## src/rtl/rdma_sq_credit_ctrl_pkg.sv

```systemverilog
// Shared RDMA request/ACK types and geometry for the SQ credit controller.
// Stands in for the lynxTypes definitions used across the network stack.
package rdma_sq_credit_ctrl_pkg;

  localparam int unsigned DEF_N_REGIONS  = 4;
  localparam int unsigned N_REGIONS_BITS = 2;
  localparam int unsigned PID_BITS       = 6;
  localparam int unsigned QPN_BITS       = 24;
  localparam int unsigned MSG_BITS       = 64;
  localparam int unsigned MSN_BITS       = 24;

  typedef struct packed {
    logic [4:0]          opcode;
    logic [QPN_BITS-1:0] qpn;
    logic                host;
    logic                mode;
    logic [MSG_BITS-1:0] msg;
  } req_t;

  typedef struct packed {
    logic                      is_nak;
    logic [PID_BITS-1:0]       pid;
    logic [N_REGIONS_BITS-1:0] vfid;
    logic [7:0]                syndrome;
    logic [MSN_BITS-1:0]       msn;
  } ack_t;

  localparam int unsigned RDMA_REQ_BITS = $bits(req_t);
  localparam int unsigned RDMA_ACK_BITS = $bits(ack_t);

  // The region is encoded in the qpn bits directly above the process id.
  function automatic logic [N_REGIONS_BITS-1:0] req_vfid(input req_t r);
    return r.qpn[PID_BITS +: N_REGIONS_BITS];
  endfunction

endpackage

```

## src/rtl/rdma_sq_credit_ctrl_if.sv

```systemverilog
// Valid/ready stream bundles for SQ requests and RoCE ACKs.
interface rdma_req_if;
  import rdma_sq_credit_ctrl_pkg::*;

  logic valid;
  logic ready;
  req_t data;

  modport master (output valid, output data, input ready);
  modport slave  (input valid, input data, output ready);
endinterface

interface rdma_ack_if;
  import rdma_sq_credit_ctrl_pkg::*;

  logic valid;
  logic ready;
  ack_t data;

  modport master (output valid, output data, input ready);
  modport slave  (input valid, input data, output ready);
endinterface

```

## src/rtl/rdma_sq_credit_ctrl_cnt.sv

```systemverilog
// Per-region outstanding-request counter: saturating up/down, simultaneous
// inc/dec cancels, underflow flags a positive ACK arriving with nothing charged.
module rdma_credit_cnt #(
  parameter int unsigned MAX   = 32,
  parameter int unsigned CNT_W = $clog2(MAX + 1)
) (
  input  logic             clk,
  input  logic             rst,
  input  logic             inc,
  input  logic             dec,
  output logic [CNT_W-1:0] cnt,
  output logic             full,
  output logic             underflow
);

  logic [CNT_W-1:0] cnt_q;
  logic [CNT_W-1:0] cnt_d;

  always_comb begin
    cnt_d     = cnt_q;
    underflow = 1'b0;
    if (inc && !dec) begin
      if (cnt_q != CNT_W'(MAX)) cnt_d = cnt_q + 1'b1;
    end else if (dec && !inc) begin
      if (cnt_q == '0) underflow = 1'b1;
      else             cnt_d     = cnt_q - 1'b1;
    end
  end

  always_ff @(posedge clk) begin
    if (rst) cnt_q <= '0;
    else     cnt_q <= cnt_d;
  end

  assign cnt  = cnt_q;
  assign full = (cnt_q == CNT_W'(MAX));

endmodule

```

## src/rtl/rdma_sq_credit_ctrl.sv

```systemverilog
// Per-region credit gate in front of the RoCE SQ: one-entry request and ACK
// register slices, one outstanding counter per region, NAK count, sticky error.
module rdma_sq_credit_ctrl
  import rdma_sq_credit_ctrl_pkg::*;
#(
  parameter int unsigned N_OUTSTANDING = 32,
  parameter int unsigned N_REGIONS     = DEF_N_REGIONS
) (
  input  logic                 nclk,
  input  logic                 nreset,
  rdma_req_if.slave            s_sq,
  rdma_req_if.master           m_sq,
  rdma_ack_if.slave            s_ack,
  rdma_ack_if.master           m_ack,
  output logic [N_REGIONS-1:0] credit_stall,
  output logic [31:0]          nak_count,
  output logic                 credit_err
);

  localparam int unsigned CNT_W = $clog2(N_OUTSTANDING + 1);

  logic [CNT_W-1:0]          cnt [N_REGIONS];
  logic [N_REGIONS-1:0]      inc;
  logic [N_REGIONS-1:0]      dec;
  logic [N_REGIONS-1:0]      full;
  logic [N_REGIONS-1:0]      underflow;

  logic [N_REGIONS_BITS-1:0] sq_vfid;
  logic [N_REGIONS_BITS-1:0] ack_vfid;
  logic                      sq_has_credit;
  logic                      sq_accept;
  logic                      ack_accept;
  logic                      ack_pos;

  logic                      sq_valid_q;
  req_t                      sq_data_q;
  logic                      ack_valid_q;
  ack_t                      ack_data_q;
  logic [31:0]               nak_cnt_q;
  logic                      credit_err_q;

  assign sq_vfid  = req_vfid(s_sq.data);
  assign ack_vfid = s_ack.data.vfid;

  // Credit lookup for the head request's region; an unmapped vfid has no credit.
  always_comb begin
    sq_has_credit = 1'b0;
    for (int unsigned v = 0; v < N_REGIONS; v++) begin
      if (sq_vfid == N_REGIONS_BITS'(v))
        sq_has_credit = (cnt[v] < CNT_W'(N_OUTSTANDING));
    end
  end

  assign s_sq.ready  = !nreset && (!sq_valid_q || m_sq.ready) && sq_has_credit;
  assign s_ack.ready = !nreset && (!ack_valid_q || m_ack.ready);

  assign sq_accept  = s_sq.valid && s_sq.ready;
  assign ack_accept = s_ack.valid && s_ack.ready;
  assign ack_pos    = ack_accept && !s_ack.data.is_nak;

  always_ff @(posedge nclk) begin
    if (nreset) begin
      sq_valid_q <= 1'b0;
      sq_data_q  <= '0;
    end else if (sq_accept) begin
      sq_valid_q <= 1'b1;
      sq_data_q  <= s_sq.data;
    end else if (m_sq.ready) begin
      sq_valid_q <= 1'b0;
    end
  end

  always_ff @(posedge nclk) begin
    if (nreset) begin
      ack_valid_q <= 1'b0;
      ack_data_q  <= '0;
    end else if (ack_accept) begin
      ack_valid_q <= 1'b1;
      ack_data_q  <= s_ack.data;
    end else if (m_ack.ready) begin
      ack_valid_q <= 1'b0;
    end
  end

  for (genvar v = 0; v < N_REGIONS; v++) begin : g_cnt
    assign inc[v] = sq_accept && (sq_vfid == N_REGIONS_BITS'(v));
    assign dec[v] = ack_pos && (ack_vfid == N_REGIONS_BITS'(v));

    rdma_credit_cnt #(
      .MAX   (N_OUTSTANDING),
      .CNT_W (CNT_W)
    ) u_cnt (
      .clk       (nclk),
      .rst       (nreset),
      .inc       (inc[v]),
      .dec       (dec[v]),
      .cnt       (cnt[v]),
      .full      (full[v]),
      .underflow (underflow[v])
    );
  end

  always_ff @(posedge nclk) begin
    if (nreset) begin
      nak_cnt_q    <= '0;
      credit_err_q <= 1'b0;
    end else begin
      if (ack_accept && s_ack.data.is_nak) nak_cnt_q <= nak_cnt_q + 32'd1;
      if (|underflow) credit_err_q <= 1'b1;
    end
  end

  assign m_sq.valid   = sq_valid_q;
  assign m_sq.data    = sq_data_q;
  assign m_ack.valid  = ack_valid_q;
  assign m_ack.data   = ack_data_q;
  assign credit_stall = full;
  assign nak_count    = nak_cnt_q;
  assign credit_err   = credit_err_q;

endmodule

```

## src/flat_wrapper.sv

```systemverilog
// flat-port wrapper written by rule: the top's interface ports become plain ports
module rdma_sq_credit_ctrl_flat import rdma_sq_credit_ctrl_pkg::*;
#(
  parameter int unsigned N_OUTSTANDING = 32,
  parameter int unsigned N_REGIONS     = DEF_N_REGIONS
)
  (nclk, nreset, credit_stall, nak_count, credit_err, s_sq_valid, s_sq_data, s_sq_ready, m_sq_valid, m_sq_data, m_sq_ready, s_ack_valid, s_ack_data, s_ack_ready, m_ack_valid, m_ack_data, m_ack_ready);
  rdma_req_if s_sq_i ();
  rdma_req_if m_sq_i ();
  rdma_ack_if s_ack_i ();
  rdma_ack_if m_ack_i ();
  input  logic nclk;
  input  logic nreset;
  output logic [N_REGIONS-1:0] credit_stall;
  output logic [31:0] nak_count;
  output logic credit_err;
  input wire logic [$bits(s_sq_i.valid)-1:0] s_sq_valid;
  input wire logic [$bits(s_sq_i.data)-1:0] s_sq_data;
  output wire logic [$bits(s_sq_i.ready)-1:0] s_sq_ready;
  output wire logic [$bits(m_sq_i.valid)-1:0] m_sq_valid;
  output wire logic [$bits(m_sq_i.data)-1:0] m_sq_data;
  input wire logic [$bits(m_sq_i.ready)-1:0] m_sq_ready;
  input wire logic [$bits(s_ack_i.valid)-1:0] s_ack_valid;
  input wire logic [$bits(s_ack_i.data)-1:0] s_ack_data;
  output wire logic [$bits(s_ack_i.ready)-1:0] s_ack_ready;
  output wire logic [$bits(m_ack_i.valid)-1:0] m_ack_valid;
  output wire logic [$bits(m_ack_i.data)-1:0] m_ack_data;
  input wire logic [$bits(m_ack_i.ready)-1:0] m_ack_ready;
  assign s_sq_i.valid = s_sq_valid;
  assign s_sq_i.data = s_sq_data;
  assign s_sq_ready = s_sq_i.ready;
  assign m_sq_valid = m_sq_i.valid;
  assign m_sq_data = m_sq_i.data;
  assign m_sq_i.ready = m_sq_ready;
  assign s_ack_i.valid = s_ack_valid;
  assign s_ack_i.data = s_ack_data;
  assign s_ack_ready = s_ack_i.ready;
  assign m_ack_valid = m_ack_i.valid;
  assign m_ack_data = m_ack_i.data;
  assign m_ack_i.ready = m_ack_ready;
  rdma_sq_credit_ctrl #(.N_OUTSTANDING(N_OUTSTANDING), .N_REGIONS(N_REGIONS)) u_core (.nclk(nclk), .nreset(nreset), .s_sq(s_sq_i), .m_sq(m_sq_i), .s_ack(s_ack_i), .m_ack(m_ack_i), .credit_stall(credit_stall), .nak_count(nak_count), .credit_err(credit_err));
endmodule
```

## config.mk

```make
export PLATFORM = sky130hd
export DESIGN_NAME = rdma_sq_credit_ctrl_flat
export DESIGN_NICKNAME = d
export VERILOG_FILES = /design/src/rtl/rdma_sq_credit_ctrl_pkg.sv /design/src/rtl/rdma_sq_credit_ctrl_if.sv /design/src/rtl/rdma_sq_credit_ctrl_cnt.sv /design/src/rtl/rdma_sq_credit_ctrl.sv /design/src/flat_wrapper.sv
export SDC_FILE = /design/constraint.sdc
export NUM_CORES = 1
export LEC_CHECK = 0
export BUFFER_PORTS_ARGS = -buffer_cell sky130_fd_sc_hd__clkbuf_2
export CORE_MARGIN = 10
export CORE_UTILIZATION = 30
export CTS_CLUSTER_DIAMETER = 200
export DETAILED_ROUTE_END_ITERATION = 6
export PLACE_DENSITY = 0.6
export SYNTH_ARGS = -nofsm -noshare
export SYNTH_HDL_FRONTEND = slang
export SYNTH_SLANG_ARGS = --single-unit
```

## constraint.sdc

```tcl
create_clock -name nclk -period 4.2 [get_ports nclk]
set_input_delay 0 -clock nclk [delete_from_list [all_inputs] [get_ports nclk]]
set_output_delay 0 -clock nclk [all_outputs]
set_load 0.005 [all_outputs]
```

==> impl_metrics.json <==
{
  "finish.utilization_pct": 44.35,
  "slew_violations": 0,
  "reg2regPathDepth": 12,
  "setup_tns_ps": 0,
  "finalCritPeriodShare_pct": 91.16,
  "instances_no_fill": 1791,
  "setup_viol": 0,
  "yosys_warnings": 0,
  "worstPathMaxFanout": 13,
  "synth_flop_cell": "dfxtp_1",
  "setup_ws_ps": 371.3,
  "routed_via_density": 4.734,
  "grt_pass1_vias": 8331,
  "place_congestion": 0.8115,
  "routed_wl_mm": 28.53,
  "die_w_um": 185.3,
  "whs_ps": 98.62,
  "path_class": "register to register",
  "hold_violations": 0,
  "crit_path_end_kind": "register",
  "drcViolationCount": 0,
  "drt_iter0_markers": 409,
  "ys_top_cells_by_area": "dfxtp_1, nand2_1, a21oi_1, ha_1, nand3_1",
  "clk_pin_slew_ps": 70,
  "grt-ovfl-total": 0,
  "clock-sinks": 195,
  "cp.arrival_ps": 4150,
  "numPortBuffers": 318,
  "rows": 60,
  "cts_tree": "done",
  "ctsResizeCount": 0,
  "p_total_mw": 4.103,
  "synth-async-reset-ratio_pct": 0,
  "wl_per_cell_um": 15.93,
  "grt_pass1_wl_mm": 44.54,
  "core_um2": 26950,
  "rsz0062_at_grt": "no",
  "syn_area_per_cell_um2": 8.078,
  "ioPinCount": 319,
  "clk_latency_ps": 430,
  "synth_edf_count": 0,
  "slew-limit-headroom_pct": 31.40,
  "initial_utilization_pct": 30.42,
  "status": "completed",
  "fin_crit_ps": 3829,
  "synthTopCellsByCount": "nand2_1, dfxtp_1, a21oi_1",
  "fmax_mhz": 261.2,
  "die-area_um2": 34340,
  "htreeDepth": 4,
  "hold_class": "primary input to register",
  "dpl_worst_slack_ps": 374.5,
  "die_h_um": 185.3,
  "clock_skew_ps": 22.40,
  "root_buffer": "clkbuf_16",
  "placed_area_um2": 9992,
  "max_cap_viol_count": 0,
  "yosysMostFrequentCell": "nand2_1",
  "synthToLayoutAreaGrowth_pct": 45.80,
  "syn-num-nets": 1186,
  "vias": 8479,
  "synth_seq_cells": 195,
  "nets": 1608,
  "antenna_left": 0,
  "place_hpwl_mm": 19.43,
  "p_per_area_nw_per_um2": 343.2,
  "synth_top_area_share_pct": 47.61,
  "worst_slew_pin_slew_ps": 1029,
  "track_usage_pct": 15.97,
  "stdcell_area_um2": 11950,
  "postSynthCellCount": 1015,
  "grt_max_degree": 95,
  "dp.cells": 1620,
  "yosys.area.top_type": "dfxtp_1",
  "synth_area_um2": 8199,
  "antenna_found_initial": 1,
  "drt_first_pass_iters": 4,
  "required_ps": 4520,
  "final_layout_size_suffix_gt1_share_pct": 26.43,
  "p_leak_nw": 5.311,
  "min_path_cells": 4,
  "startpoint_type": "register",
  "seq_area_frac_synth_pct": 47.61,
  "synthDistinctLibCells": 49,
  "cts_buffer_depth": 2,
  "ir_drop_mv": 0.2036,
  "cts_buffers": 17
}
[kinds of logic (layout without fill, tap and decap cells)]
family          after synthesis  in the layout  synth area share (%)
mux                           9              9                 1.312
buf+inv                      79            513                 4.349
flops                       195            195                 47.61
other cells                   0              1                     0
compound gates              186            186                 12.45
fa+ha+maj                    29             29                 4.792
simple gates                487            487                 26.28
xor+xnor                     30             30                 3.205
[final timing paths]
kind | start | to | slack [ps]
min | s_sq_valid | u_core.m_sq.data[72] | 100
max | u_core.g_cnt[3].u_cnt.cnt[5] | u_core.g_cnt[0].u_cnt.cnt[5] | 370
min reg2reg | u_core.m_sq.data[33] | u_core.m_sq.data[33] | 450
max reg2reg | u_core.g_cnt[3].u_cnt.cnt[5] | u_core.g_cnt[0].u_cnt.cnt[5] | 370
[power by group]
group | internal (mW) | switching [mW] | leakage, nW
sequential | 1.93 | 0.0431 | 1.59
clock | 0.816 | 0.797 | 0.282
combinational | 0.256 | 0.264 | 3.44
[per-layer routing]
layer / vias to the layer above / track usage (%) / part of all wire, %
met2: 307 / 25.15 / 45
met4: 0 / 5.104 / 1.9
li1: 4230 / - / -
met5: - / 0 / 0
met3: 38 / 7.308 / 11
met1: 3904 / 18.88 / 42
[state kept, by name, indices dropped and copies added, names as in the netlist]
register	cells
u_core.m_sq.data	95
u_core.m_ack.data	41
u_core.nak_count	32
u_core.g_cnt.u_cnt.cnt	24
u_core.credit_err	1
u_core.m_ack.valid	1
u_core.m_sq.valid	1
[layout make-up]
class                           instances  area [um2]
Multi-Input combinational cell        741        3948
Tap cell                              341       426.7
Fill cell                            2588       15000
Antenna cell                            1       2.502
Clock buffer                           19       452.9
Clock inverter                         12       115.1
Inverter                               18       67.56
Timing Repair Buffer                  464        3038
Sequential cell                       195        3904
[worst max-delay path, stage by stage, from the launching register on]
cell,delay [ps]
dfxtp_1,360
mux4_2,500
nor3_2,260
nand2_2,250
nor3_1,270
ha_1,340
inv_1,140
ha_1,310
a211oi_1,380
o21ai_0,200
a21o_1,180
a21boi_0,190
mux2_2,350
[cells in the final DEF (no fill, tap or decap), types with 10 or more instances in the layout]
cell / n
clkbuf_2: 317
nand2_1: 294
dfxtp_1: 195
dlygate4sd3_1: 139
a21oi_1: 129
nor2_1: 56
nand3_1: 55
ha_1: 25
o21ai_0: 23
xnor2_1: 20
inv_1: 18
clkbuf_16: 17
nand4_1: 10
xor2_1: 10
[repair_timing]
item / in CTS / in global routing
hold endpoints to repair: 139 / 0
buffers inserted: 0 / 0
hold buffers: 139 / 0
(Power assumes the default switching activity.)
